## src/rtl/br_enc_pkg.sv

```systemverilog
// Shared types for the onehot-to-binary encoder.
// Holds the multihot resolution policy enum.
package br_enc_pkg;

  typedef enum logic {
    BR_ENC_LOWEST_WINS  = 1'b0,
    BR_ENC_HIGHEST_WINS = 1'b1
  } br_enc_multihot_policy_e;

endpackage

```

## src/rtl/br_enc_onehot2bin_lane.sv

```systemverilog
// One combinational onehot-to-binary lane.
// lane_i: onehot in; bin_o: index; multihot_o/zero_o: flags.
module br_enc_onehot2bin_lane
  import br_enc_pkg::*;
#(
  parameter int NumValues = 4,
  parameter int BinWidth  = $clog2(NumValues),
  parameter br_enc_multihot_policy_e MultihotPolicy =
    BR_ENC_LOWEST_WINS
) (
  input  logic [NumValues-1:0] lane_i,
  output logic [BinWidth-1:0]  bin_o,
  output logic                 multihot_o,
  output logic                 zero_o
);

  localparam int CntW = $clog2(NumValues + 1);

  logic [CntW-1:0] ones;

  always_comb begin
    ones = '0;
    for (int i = 0; i < NumValues; i++) begin
      ones = ones + CntW'(lane_i[i]);
    end
  end

  // Last assignment wins, so the scan direction
  // picks the surviving index on multihot lanes.
  always_comb begin
    bin_o = '0;
    if (MultihotPolicy == BR_ENC_HIGHEST_WINS) begin
      for (int i = 0; i < NumValues; i++) begin
        if (lane_i[i]) bin_o = BinWidth'(i);
      end
    end else begin
      for (int i = NumValues - 1; i >= 0; i--) begin
        if (lane_i[i]) bin_o = BinWidth'(i);
      end
    end
  end

  assign multihot_o = ones > CntW'(1);
  assign zero_o     = lane_i == '0;

endmodule

```

## src/rtl/br_enc_onehot2bin_pipe.sv

```systemverilog
// Multi-lane onehot-to-binary encoder, 2-entry skid buffer.
// in/in_valid/in_ready -> out/out_valid/out_ready, err_count.
module br_enc_onehot2bin_pipe
  import br_enc_pkg::*;
#(
  parameter int NumValues   = 4,
  parameter int NumChannels = 1,
  parameter int BinWidth    = $clog2(NumValues),
  parameter br_enc_multihot_policy_e MultihotPolicy =
    BR_ENC_LOWEST_WINS,
  parameter int ErrCountWidth = 8
) (
  input  logic clk,
  input  logic rst_n,
  input  logic in_valid,
  output logic in_ready,
  input  logic [NumChannels*NumValues-1:0] in,
  output logic out_valid,
  input  logic out_ready,
  output logic [NumChannels*BinWidth-1:0] out,
  output logic [NumChannels-1:0] out_multihot,
  output logic [NumChannels-1:0] out_zero,
  input  logic err_clear,
  output logic [ErrCountWidth-1:0] err_count
);

  typedef struct packed {
    logic [BinWidth-1:0] bin;
    logic                multihot;
    logic                zero;
  } lane_res_t;

  lane_res_t [NumChannels-1:0] enc;
  lane_res_t [NumChannels-1:0] head_q, head_d;
  lane_res_t [NumChannels-1:0] skid_q, skid_d;
  logic [NumChannels-1:0]      mh_vec;
  logic [1:0]                  cnt_q, cnt_d;
  logic [ErrCountWidth-1:0]    err_q, err_d;
  logic                        push, pop, err_inc;

  for (genvar c = 0; c < NumChannels; c++) begin : g_lane
    br_enc_onehot2bin_lane #(
      .NumValues      (NumValues),
      .BinWidth       (BinWidth),
      .MultihotPolicy (MultihotPolicy)
    ) u_lane (
      .lane_i     (in[c*NumValues +: NumValues]),
      .bin_o      (enc[c].bin),
      .multihot_o (enc[c].multihot),
      .zero_o     (enc[c].zero)
    );
    assign mh_vec[c] = enc[c].multihot;
    assign out[c*BinWidth +: BinWidth] = head_q[c].bin;
    assign out_multihot[c] = head_q[c].multihot;
    assign out_zero[c]     = head_q[c].zero;
  end

  assign in_ready  = cnt_q != 2'd2;
  assign out_valid = cnt_q != 2'd0;
  assign push      = in_valid && in_ready;
  assign pop       = out_valid && out_ready;
  assign err_inc   = push && (|mh_vec);
  assign err_count = err_q;

  // Push+pop only happens at occupancy 1, so the
  // new beat goes straight into head.
  always_comb begin
    head_d = head_q;
    skid_d = skid_q;
    cnt_d  = cnt_q;
    unique case ({push, pop})
      2'b10: begin
        if (cnt_q == 2'd0) head_d = enc;
        else               skid_d = enc;
        cnt_d = cnt_q + 2'd1;
      end
      2'b01: begin
        head_d = skid_q;
        cnt_d  = cnt_q - 2'd1;
      end
      2'b11: head_d = enc;
      default: ;
    endcase
  end

  always_comb begin
    err_d = err_q;
    if (err_clear) begin
      err_d = err_inc ? ErrCountWidth'(1) : '0;
    end else if (err_inc && (err_q != '1)) begin
      err_d = err_q + ErrCountWidth'(1);
    end
  end

  always_ff @(posedge clk or negedge rst_n) begin
    if (!rst_n) begin
      head_q <= '0;
      skid_q <= '0;
      cnt_q  <= '0;
      err_q  <= '0;
    end else begin
      head_q <= head_d;
      skid_q <= skid_d;
      cnt_q  <= cnt_d;
      err_q  <= err_d;
    end
  end

  a_nv: assert property (@(posedge clk) NumValues >= 2);
  a_nc: assert property (@(posedge clk) NumChannels >= 1);

  a_in_stable: assert property (@(posedge clk)
    disable iff (!rst_n)
    in_valid && !in_ready |=> in_valid && $stable(in));

  a_no_x: assert property (@(posedge clk)
    disable iff (!rst_n)
    !$isunknown({in_valid, out_ready, err_clear}));

  a_out_stable: assert property (@(posedge clk)
    disable iff (!rst_n)
    out_valid && !out_ready |=> out_valid
      && $stable(out) && $stable(out_multihot)
      && $stable(out_zero));

  a_no_wrap: assert property (@(posedge clk)
    disable iff (!rst_n)
    (err_q == '1) && !err_clear |=> err_q == '1);

  for (genvar c = 0; c < NumChannels; c++) begin : g_rng
    a_bin_rng: assert property (@(posedge clk)
      disable iff (!rst_n)
      32'(out[c*BinWidth +: BinWidth]) < NumValues);
  end

endmodule

```

## config.mk

```make
export PLATFORM = sky130hd
export DESIGN_NAME = br_enc_onehot2bin_pipe
export DESIGN_NICKNAME = d
export VERILOG_FILES = /design/src/rtl/br_enc_pkg.sv /design/src/rtl/br_enc_onehot2bin_lane.sv /design/src/rtl/br_enc_onehot2bin_pipe.sv
export SDC_FILE = /design/constraint.sdc
export NUM_CORES = 1
export LEC_CHECK = 0
export CORE_UTILIZATION = 52
export DETAILED_ROUTE_END_ITERATION = 8
export PLACE_DENSITY = 0.92
export SLEW_MARGIN = 20
export SYNTH_ARGS = -nofsm -noshare
export SYNTH_HDL_FRONTEND = slang
export SYNTH_SLANG_ARGS = --single-unit
```

## constraint.sdc

```tcl
create_clock -name clk -period 3.64 [get_ports clk]
set_input_delay 0.728 -clock clk [delete_from_list [all_inputs] [get_ports clk]]
set_output_delay 0.728 -clock clk [all_outputs]
set_load 0.05 [all_outputs]
```

==> results of run 1 <==
==> kinds of logic after synthesis <==
logic type / synth area share
AO/OA/AOI/OAI: 0.166
flip-flops: 0.455
multiplexers: 0.0657
adder cells (fa/ha/maj): 0.0759
XOR/XNOR: 0.0266
buffers and inverters: 0.0417
AND/OR/NAND/NOR: 0.169
==> registers in the layout, indices dropped and copies added (netlist names) <==
name / count
err_count: 8
skid_q: 4
cnt_q: 2
out: 2
out_multihot: 1
out_zero: 1
==> power by group <==
| part | leakage (nW) | total (mW) | switching, mW | internal, mW |
|---|---|---|---|---|
| combinational | 0.275 | 0.414 | 0.256 | 0.158 |
| clock | 0.0138 | 0.0961 | 0.0576 | 0.0385 |
| sequential | 0.237 | 0.299 | 0.0426 | 0.256 |
| total | 0.526 | 0.808 | 0.356 | 0.452 |
==> critical path, cell delays in order <==
cell and delay [ns]:
clkdlybuf4s50_1 0.49, inv_1 0.07, ha_1 0.30, ha_1 0.27
a211o_1 0.21, o2111ai_4 0.22, or3_2 0.50, a21oi_1 0.16
==> Yosys cell counts <==
master	n
o31ai_1	2
nor2_1	5
nand3_1	4
o2111ai_4	1
mux2_2	4
xor2_1	1
or4_1	2
a21boi_0	1
dfrtp_1	18
nand4_1	1
o21ai_0	11
buf_6	1
or3_2	1
or3_1	3
and3_2	1
nor2b_1	1
inv_1	6
nand3b_1	1
clkbuf_1	1
o211ai_1	1
a21oi_1	7
ha_1	6
nand2_1	13
a311oi_1	1
mux2i_1	2
a211o_1	1
or2b_4	1
buf_1	1
xnor2_1	2
==> per-layer routing <==
metal | share of wire | vias to the layer above | wire [um] | track usage
li1 | - | 395 | - | -
met3 | 0.041 | 9 | 80 | 0.0238
met5 | 0 | - | 0 | 0
met4 | 0.031 | 0 | 61 | 0.145
met1 | 0.42 | 397 | 826 | 0.241
met2 | 0.51 | 23 | 998 | 0.391
==> area by class of cell <==
| type | instances | area, um2 |
|---|---|---|
| Tap cell | 25 | 31.3 |
| Inverter | 6 | 22.5 |
| Sequential cell | 18 | 450 |
| Multi-Input combinational cell | 73 | 498 |
| Clock buffer | 3 | 22.5 |
| Timing Repair Buffer | 22 | 220 |
| Fill cell | 159 | 519 |
==> metrics by stage <==
stage | instance area (um2) | std cells | setup WS [ns] | power [mW] | hold slack (ns)
final | 1240 | 147 | 0.901 | 0.808 | 0.500
after global routing | 1240 | 147 | 0.769 | 0.853 | 0.524
after CTS | 1240 | 147 | 0.902 | 0.812 | 0.505
after detailed placement | 1220 | 144 | 0.609 | 0.715 | 0.483
after global placement | 1220 | 144 | 0.680 | 0.698 | 0.463
after floorplan | 990 | 100 | 1.34 | 0.591 | 0.432
==> final timing paths <==
| kind | end | from | depth (start not counted) | slack (ns) |
|---|---|---|---|---|
| worst min-delay path | skid_q[2] | skid_q[2] | 2 | 0.50 |
| min in group asynchronous | err_count[6] | rst_n | 1 | 0.90 |
| worst max-delay path | err_count[3] | in[0] | 8 | 0.90 |
| max in group asynchronous | skid_q[0] | rst_n | 1 | 2.25 |
| worst max register to register | err_count[3] | err_count[0] | 5 | 1.83 |
| worst min register to register | skid_q[2] | skid_q[2] | 2 | 0.50 |
==> results.md, run 1 <==
| Result | Value | Unit |
| --- | --- | --- |
| Initial antenna violation count | 0 | - |
| Max H-tree Level | 1 | - |
| Classification of the worst-slack hold path | register to register | - |
| CORE AREA | 0.00176 | mm2 |
| Total wire length | 1970 | um |
| Upper clock frequency limit | 365 | MHz |
| Avg Cell Area, Syn | 9.90 | um2 |
| Grt total ovfl | 0 | - |
| Count of antenna-violating nets left after detailed routing | 0 | - |
| Yosys warning count | 0 | - |
| Final nets | 139 | - |
| Setup repair after global routing missed its margin | false | - |
| Via density | 5.61 | - |
| Residual DRC count | 0 | - |
| Number of sinks driven by the clock tree | 18 | - |
| Category of the worst setup path capture point | register | - |
| Number of instances in the synthesized netlist | 100 | - |
| Status | completed | - |
| Number of global-route vias before repair | 753 | - |
| Final Cycle Share | 0.753 | - |
| Area of the mapped netlist | 990 | um2 |
| Ranking of synthesized cells by area | dfrtp_1, ha_1, o21ai_0 | - |
| Startpoint kind of the worst setup timing path | input port | - |
| Count of pins on the block boundary | 23 | - |
| Number of buffers inserted during clock tree synthesis | 3 | - |
| Number of buffers on the longest clock path | 2 | - |
| Final setup viols | 0 | - |
| Number of cell rows | 15 | - |
| Overall via count from detail_route | 824 | - |
| Final Max Tran Viols | 0 | - |
| All-layer global routing usage | 0.219 | - |
| Clock-pin slew of the registers on the worst-case setup and hold paths | 0.10 | ns |
| Insertion delay to the later sink of the worst-skew pair | 0.29 | ns |
| Chip Width | 45.6 | um |
| Kind of critical path | input port to register | - |
| Starting density of the core | 0.561 | - |
| Die area | 0.00208 | mm2 |
| Most common library cell in the layout ignoring fill and taps | clkdlybuf4s50_1 | - |
| Number of distinct library cells after synthesis | 29 | - |
| End-of-flow core utilization | 0.706 | - |
| Area share of the largest cell type after synthesis | 0.455 | - |
| TritonCTS clock tree | yes | - |
| Fraction of final layout cells with drive strength greater than 1 | 0.0902 | - |
| Actual slew at the worst max-slew pin | 0.803 | ns |
| Leakage Power | 0.526 | nW |
| Final HPWL DP | 1520 | um |
| Required time at the worst-slack endpoint | 3.85 | ns |
| Remaining max-slew budget at the tightest pin | 0.463 | - |
| CP Max Fanout | 13 | - |
| CP Data Arrival Time | 2.95 | ns |
| # hold bufs at CTS | 0 | - |
| Port buffer count | 22 | - |
| Fin. Hold Viols | 0 | - |
| DRC marker count from the first detailed-route iteration | 17 | - |
| Post-synthesis sequential area ratio | 0.455 | - |
| Minimum period implied by the final worst setup slack | 2.74 | ns |
| First-pass GRT wire length | 3170 | um |
| Max-cap violations | 0 | - |
| Most frequent cells in the layout | clkdlybuf4s50_1, dfrtp_1, nand2_1 | - |
| Top cell type by total area after synthesis | dfrtp_1 | - |
| Post-CTS sizing | 0 | - |
| Clk_skew | 0.00396 | ns |
| DRT Pass-1 Iters | 4 | - |
| Routability cong. | 0.854 | - |
| Routed length per instance | 13.4 | um |
| Root Driver | clkbuf_4 | - |
| Pin count of the biggest net entering global routing | 19 | - |
| Power density over the cells | 649 | mW/mm2 |
| Die outline height | 45.6 | um |
| Total negative slack for setup checks | 0 | ns |
| Syn nets | 115 | - |
| Layout-stage area growth over the synthesis result | 25.8 | % |
| Number of antenna repair diodes | 0 | - |
| Post CTS Setup Buffer Count | 0 | - |
| Worst voltage drop across the vdd grid | 502 | uV |
| Yosys reg bits | 18 | - |
Note: power is estimated with default switching activity, not from simulation.
==> inputs of run 2 (changes only) <==
--- a/config.mk
+++ b/config.mk
@@ -5,9 +5,9 @@
 export SDC_FILE = /design/constraint.sdc
 export NUM_CORES = 1
 export LEC_CHECK = 0
-export CORE_UTILIZATION = 52
+export CORE_UTILIZATION = 48
 export DETAILED_ROUTE_END_ITERATION = 8
-export PLACE_DENSITY = 0.92
+export PLACE_DENSITY = 0.86
 export SLEW_MARGIN = 20
 export SYNTH_ARGS = -nofsm -noshare
 export SYNTH_HDL_FRONTEND = slang
==> constraint.sdc (replaced) <==
create_clock -name clk -period 2.8 [get_ports clk]
set_input_delay 0.56 -clock clk [delete_from_list [all_inputs] [get_ports clk]]
set_output_delay 0.56 -clock clk [all_outputs]
set_load 0.05 [all_outputs]
==> run 2 against run 1 <==
Sequential power up 29%. Final cell count up 2.7%. Non-clock buffer count up 1. Register-to-register slack worse by 0.80 ns. Critical path depth unchanged. Power up 34%. Worst setup slack worse by 0.61 ns. Critical path type unchanged. Utilization down 5.2 points. First-iteration DRC count down 59%. Sequential cell count unchanged. Die area up 8.0%.
==> results.md, run 2 (same netlist as run 1, synthesis figures left out) <==
| Result | Value | Unit | Delta |
| --- | --- | --- | --- |
| Routability cong. | 0.849 | - | -0.60% |
| Category of the worst setup path capture point | register | - |  |
| Insertion delay to the later sink of the worst-skew pair | 0.30 | ns | about the same |
| Upper clock frequency limit | 398 | MHz |  |
| Starting density of the core | 0.510 | - | -0.0513 |
| Fraction of final layout cells with drive strength greater than 1 | 0.105 | - | +0.0147 |
| Total negative slack for setup checks | 0 | ns | unchanged |
| Clk_skew | 0.00738 | ns | +0.00342 ns |
| Placed cells | 147 | - | +2.1% |
| Startpoint of the lowest-slack hold path | out_multihot | - |  |
| Post-route insts no fill | 151 | - | +2.7% |
| Max H-tree Level | 1 | - | unchanged |
| Number of antenna repair diodes | 0 | - | unchanged |
| Launch point of the critical path | in[0] | - |  |
| Routed length per instance | 13.1 | um | -1.8% |
| Most common library cell in the layout ignoring fill and taps | clkdlybuf4s50_1 | - |  |
| Die outline height | 47.4 | um | +3.9% |
| Power density over the cells | 856 | mW/mm2 | +32% |
| Initial antenna violation count | 0 | - | unchanged |
| Final nets | 140 | - | +0.72% |
| CORE AREA | 0.00194 | mm2 | +10% |
| Number of global-route vias before repair | 779 | - | +3.5% |
| R2r startpoint | err_count[0] | - |  |
| # hold bufs at CTS | 0 | - | unchanged |
| Layout-stage area growth over the synthesis result | 28.2 | % |  |
| Setup repair after global routing missed its margin | false | - |  |
| Post-CTS sizing | 0 | - | unchanged |
| Most frequent cells in the layout | clkdlybuf4s50_1, dfrtp_1, nand2_1 | - |  |
| Post-route total power | 1.09 | mW | +34% |
| Chip Width | 47.4 | um | +3.9% |
| Required time at the worst-slack endpoint | 3.02 | ns | -0.83 ns |
| Number of cell rows | 16 | - | +1 |
| Post CTS Setup Buffer Count | 0 | - | unchanged |
| Count of pins on the block boundary | 23 | - | unchanged |
| Residual DRC count | 0 | - | unchanged |
| Startpoint kind of the worst setup timing path | input port | - |  |
| Overall via count from detail_route | 817 | - | -0.85% |
| Number of cells on the worst hold path | 2 | - | unchanged |
| Total wire length | 1980 | um | +0.86% |
| TritonCTS clock tree | yes | - |  |
| Leakage Power | 0.537 | nW | +2.2% |
| Max-cap violations | 0 | - | unchanged |
| Final Max Tran Viols | 0 | - | unchanged |
| Clock-pin slew of the registers on the worst-case setup and hold paths | 0.11 | ns | about the same |
| End-of-flow core utilization | 0.653 | - | -0.0523 |
| Classification of the worst-slack hold path | register to register | - |  |
| Fin. Hold Viols | 0 | - | unchanged |
| FILL cells | 173 | - | +8.8% |
| All-layer global routing usage | 0.202 | - | -0.0171 |
| DRC marker count from the first detailed-route iteration | 7 | - | -10 |
| CP Data Arrival Time | 2.73 | ns | -0.22 ns |
| DRT Pass-1 Iters | 4 | - | unchanged |
| Actual slew at the worst max-slew pin | 0.823 | ns | +0.0200 ns |
| Number of sinks driven by the clock tree | 18 | - | unchanged |
| Via density | 5.41 | - | -3.5% |
| Root Driver | clkbuf_4 | - |  |
| Grt total ovfl | 0 | - | unchanged |
| Count of antenna-violating nets left after detailed routing | 0 | - | unchanged |
| First-pass GRT wire length | 3100 | um | -2.4% |
| Worst voltage drop across the vdd grid | 674 | uV | +34% |
| CP Max Fanout | 8 | - | -5 |
| Final design area excluding fillers | 0.00127 | mm2 | +1.9% |
| Number of buffers on the longest clock path | 2 | - | unchanged |
| Port buffer count | 22 | - | unchanged |
| Number of buffers inserted during clock tree synthesis | 3 | - | unchanged |
| Minimum setup slack in the final design | 0.289 | ns | -0.612 ns |
| Max reg flops | 8 | - | unchanged |
| Pre-CTS setup slack | -0.0265 | ns | -0.635 ns |
| Minimum period implied by the final worst setup slack | 2.51 | ns |  |
| Dpl cell area | 0.00123 | mm2 | +0.82% |
| Final Cycle Share | 0.897 | - |  |
| Remaining max-slew budget at the tightest pin | 0.449 | - | -0.0133 |
| Hold WS | 0.497 | ns | -0.00271 ns |
| Final setup viols | 0 | - | unchanged |
| Die area | 0.00225 | mm2 | +8.0% |
| Pin count of the biggest net entering global routing | 19 | - | unchanged |
| Status | completed | - |  |
| Final HPWL DP | 1560 | um | +2.5% |
| Kind of critical path | input port to register | - |  |
| R2R cell count | 5 | - | unchanged |
run 2: final timing paths:
kind	endpoint	slack [ns]
worst max-delay path	err_count[5]	0.29
worst min-delay path	out_multihot	0.50
worst max register to register	err_count[5]	1.03
worst min register to register	out_multihot	0.50
max in group asynchronous	cnt_q[1]	1.57
min in group asynchronous	err_count[4]	0.72
run 2: critical path: stages:
cell,delay [ns]
clkdlybuf4s50_1,0.50
inv_1,0.07
ha_1,0.29
ha_1,0.28
a211o_1,0.20
o2111ai_4,0.17
or4_1,0.49
a21oi_1,0.17
run 2: metal layers:
metal | GRT usage | part of all wire | vias to the layer above
li1 | - | - | 401
met1 | 0.237 | 0.43 | 393
met2 | 0.356 | 0.52 | 21
met3 | 0.0231 | 0.040 | 2
met4 | 0.109 | 0.0060 | 0
met5 | 0 | 0 | -
run 2: layout make-up:
class                      instances  area [um2]  area share
inverter                           6        22.5      0.0178
sequential                        18         450       0.355
multi-input combinational         73         498       0.393
clock buffer                       4        36.3      0.0286
tap                               27        33.8      0.0266
timing repair buffer              23         228       0.179
run 2: report_power, final:
| part | switching (mW) | total, mW | internal (mW) |
|---|---|---|---|
| Clock | 0.0868 | 0.166 | 0.0793 |
| Sequential | 0.0528 | 0.385 | 0.333 |
| Combinational | 0.326 | 0.534 | 0.208 |
==> inputs of run 3 (changes only) <==
--- a/config.mk
+++ b/config.mk
@@ -5,9 +5,9 @@
 export SDC_FILE = /design/constraint.sdc
 export NUM_CORES = 1
 export LEC_CHECK = 0
-export CORE_UTILIZATION = 48
+export CORE_UTILIZATION = 45
 export DETAILED_ROUTE_END_ITERATION = 8
-export PLACE_DENSITY = 0.86
+export PLACE_DENSITY = 0.82
 export SLEW_MARGIN = 20
 export SYNTH_ARGS = -nofsm -noshare
 export SYNTH_HDL_FRONTEND = slang
==> run 3 against run 2 <==
First-iteration DRC count decreased by 14%. Clock skew decreased by 0.0025 ns. Via count increased by 0.73%.
==> results.md, run 3 (same netlist as run 1, synthesis figures left out) <==
| Result | Value | Unit | Delta |
| --- | --- | --- | --- |
| Via density | 5.49 | - | +1.4% |
| Actual slew at the worst max-slew pin | 0.787 | ns | -0.0366 ns |
| Post-CTS sizing | 0 | - | unchanged |
| All-layer global routing usage | 0.190 | - | -0.0118 |
| Kind of critical path | input port to register | - |  |
| Remaining max-slew budget at the tightest pin | 0.474 | - | +0.0245 |
| Count of antenna-violating nets left after detailed routing | 0 | - | unchanged |
| Category of the worst setup path capture point | register | - |  |
| Number of sinks driven by the clock tree | 18 | - | unchanged |
| Chip Width | 48.9 | um | +3.1% |
| Final Max Tran Viols | 0 | - | unchanged |
| Setup repair after global routing missed its margin | false | - |  |
| Leakage Power | 0.530 | nW | -1.3% |
| Fin. Hold Viols | 0 | - | unchanged |
| Fraction of final layout cells with drive strength greater than 1 | 0.0976 | - | -0.00728 |
| Routed length per instance | 12.8 | um | -2.6% |
| Most common library cell in the layout ignoring fill and taps | clkdlybuf4s50_1 | - |  |
| Net switching share of the total power | 0.436 | - | +0.00700 |
| Pin count of the biggest net entering global routing | 19 | - | unchanged |
| DRC marker count from the first detailed-route iteration | 6 | - | -1 |
| Grt total ovfl | 0 | - | unchanged |
| Minimum period implied by the final worst setup slack | 2.49 | ns | -0.0201 ns |
| Die area | 0.00239 | mm2 | +6.4% |
| Die outline height | 48.9 | um | +3.1% |
| Clk_skew | 0.00489 | ns | -0.00249 ns |
| Most frequent cells in the layout | clkdlybuf4s50_1, dfrtp_1, nand2_1 | - |  |
| Status | completed | - |  |
| Total negative slack for setup checks | 0 | ns | unchanged |
| Required time at the worst-slack endpoint | 3.02 | ns | about the same |
| Max reg flops | 8 | - | unchanged |
| Max H-tree Level | 1 | - | unchanged |
| Final setup viols | 0 | - | unchanged |
| Root Driver | clkbuf_4 | - |  |
| Number of buffers on the longest clock path | 2 | - | unchanged |
| TritonCTS clock tree | yes | - |  |
| End-of-flow core utilization | 0.621 | - | -0.0327 |
| Final Cycle Share | 0.890 | - | -0.00717 |
| Final nets | 140 | - | unchanged |
| Minimum setup slack in the final design | 0.309 | ns | +0.0201 ns |
| Worst voltage drop across the vdd grid | 563 | uV | -16% |
| P_sw | 0.456 | mW | -1.9% |
| CP Data Arrival Time | 2.71 | ns | -0.02 ns |
| Layout-stage area growth over the synthesis result | 26.8 | % |  |
| Initial antenna violation count | 0 | - | unchanged |
| Final HPWL DP | 1490 | um | -4.3% |
| Port buffer count | 22 | - | unchanged |
| Cell-internal power | 0.591 | mW | -4.7% |
| Max-cap violations | 0 | - | unchanged |
| Upper clock frequency limit | 401 | MHz | +0.81% |
| CP Max Fanout | 8 | - | unchanged |
| Number of global-route vias before repair | 835 | - | +7.2% |
| Part of the power in combinational logic | 0.511 | - | +0.019 |
| Number of buffers inserted during clock tree synthesis | 3 | - | unchanged |
| CORE AREA | 0.00202 | mm2 | +4.1% |
| Count of pins on the block boundary | 23 | - | unchanged |
| Number of antenna repair diodes | 0 | - | unchanged |
| Startpoint kind of the worst setup timing path | input port | - |  |
| Pre-CTS setup slack | 0.00154 | ns | +0.0280 ns |
| Routability cong. | 0.832 | - | -2.0% |
| Post CTS Setup Buffer Count | 0 | - | unchanged |
| Classification of the worst-slack hold path | register to register | - |  |
| DRT Pass-1 Iters | 4 | - | unchanged |
| Overall via count from detail_route | 823 | - | +0.73% |
| Starting density of the core | 0.489 | - | -0.0202 |
| Clock network power share | 0.120 | - | -0.033 |
| Share of total power in sequential cells | 0.370 | - | +0.015 |
| Hold WS | 0.498 | ns | +0.000148 ns |
| Insertion delay to the later sink of the worst-skew pair | 0.29 | ns | about the same |
| # hold bufs at CTS | 0 | - | unchanged |
| Residual DRC count | 0 | - | unchanged |
| Number of cell rows | 16 | - | unchanged |
| Clock-pin slew of the registers on the worst-case setup and hold paths | 0.10 | ns | about the same |
| First-pass GRT wire length | 3410 | um | +10% |
| Total wire length | 1920 | um | -3.2% |
| Power density over the cells | 835 | mW/mm2 | -2.4% |
==> run 3: cell types whose count changed in the layout (fill, tap and decap cells not counted), sizes merged <==
cell    before  now
clkbuf       4    3
==> run 3: final cells by class <==
| cell class | instances | area (um2) |
|---|---|---|
| multi-input combinational | 73 | 498 |
| sequential | 18 | 450 |
| fill | 170 | 767 |
| inverter | 6 | 22.5 |
| timing repair buffer | 23 | 228 |
| clock buffer | 3 | 22.5 |
| tap | 27 | 33.8 |
==> run 3: final timing paths <==
check / slack (ns) / cells after the start / end / start
worst min-delay path: 0.50 / 1 / cnt_q[1] / cnt_q[1]
worst max register to register: 1.06 / 5 / err_count[6] / err_count[0]
min in group asynchronous: 0.72 / 1 / err_count[5] / rst_n
max in group asynchronous: 1.59 / 1 / err_count[1] / rst_n
worst min register to register: 0.50 / 1 / cnt_q[1] / cnt_q[1]
worst max-delay path: 0.31 / 8 / err_count[6] / in[0]
==> run 3: power groups by stage <==
| stage | registers, mW | clock network (mW) | logic (mW) |
|---|---|---|---|
| 3_3_place_gp | 0.386 | 0 | 0.528 |
| 4_1_cts | 0.387 | 0.131 | 0.543 |
| 5_1_grt | 0.397 | 0.143 | 0.576 |
| 6_report | 0.387 | 0.125 | 0.535 |
| 3_5_place_dp | 0.391 | 0 | 0.543 |
| 2_1_floorplan | 0.496 | 0 | 0.273 |
==> run 3: worst max-delay path: stages <==
cell and delay, ns:
clkdlybuf4s50_1 0.49, inv_1 0.06, ha_1 0.29, ha_1 0.28, a211o_1 0.20, o2111ai_4 0.17
or4_1 0.50, a21oi_1 0.15
==> run 3: layer usage <==
layer / wire, um / vias up / track usage
met5: 0 / - / 0
met4: 66 / 0 / 0.127
met3: 83 / 6 / 0.0436
met2: 986 / 27 / 0.354
met1: 783 / 391 / 0.185
li1: - / 399 / -
==> run 3: metrics by stage <==
| step | cell area, um2 | power [mW] | cells |
|---|---|---|---|
| floorplan | 990 | 0.769 | 100 |
| global route | 1250 | 1.12 | 150 |
| finish | 1250 | 1.05 | 150 |
| CTS | 1250 | 1.06 | 150 |
| detailed placement | 1230 | 0.934 | 147 |
| global placement | 1230 | 0.913 | 147 |
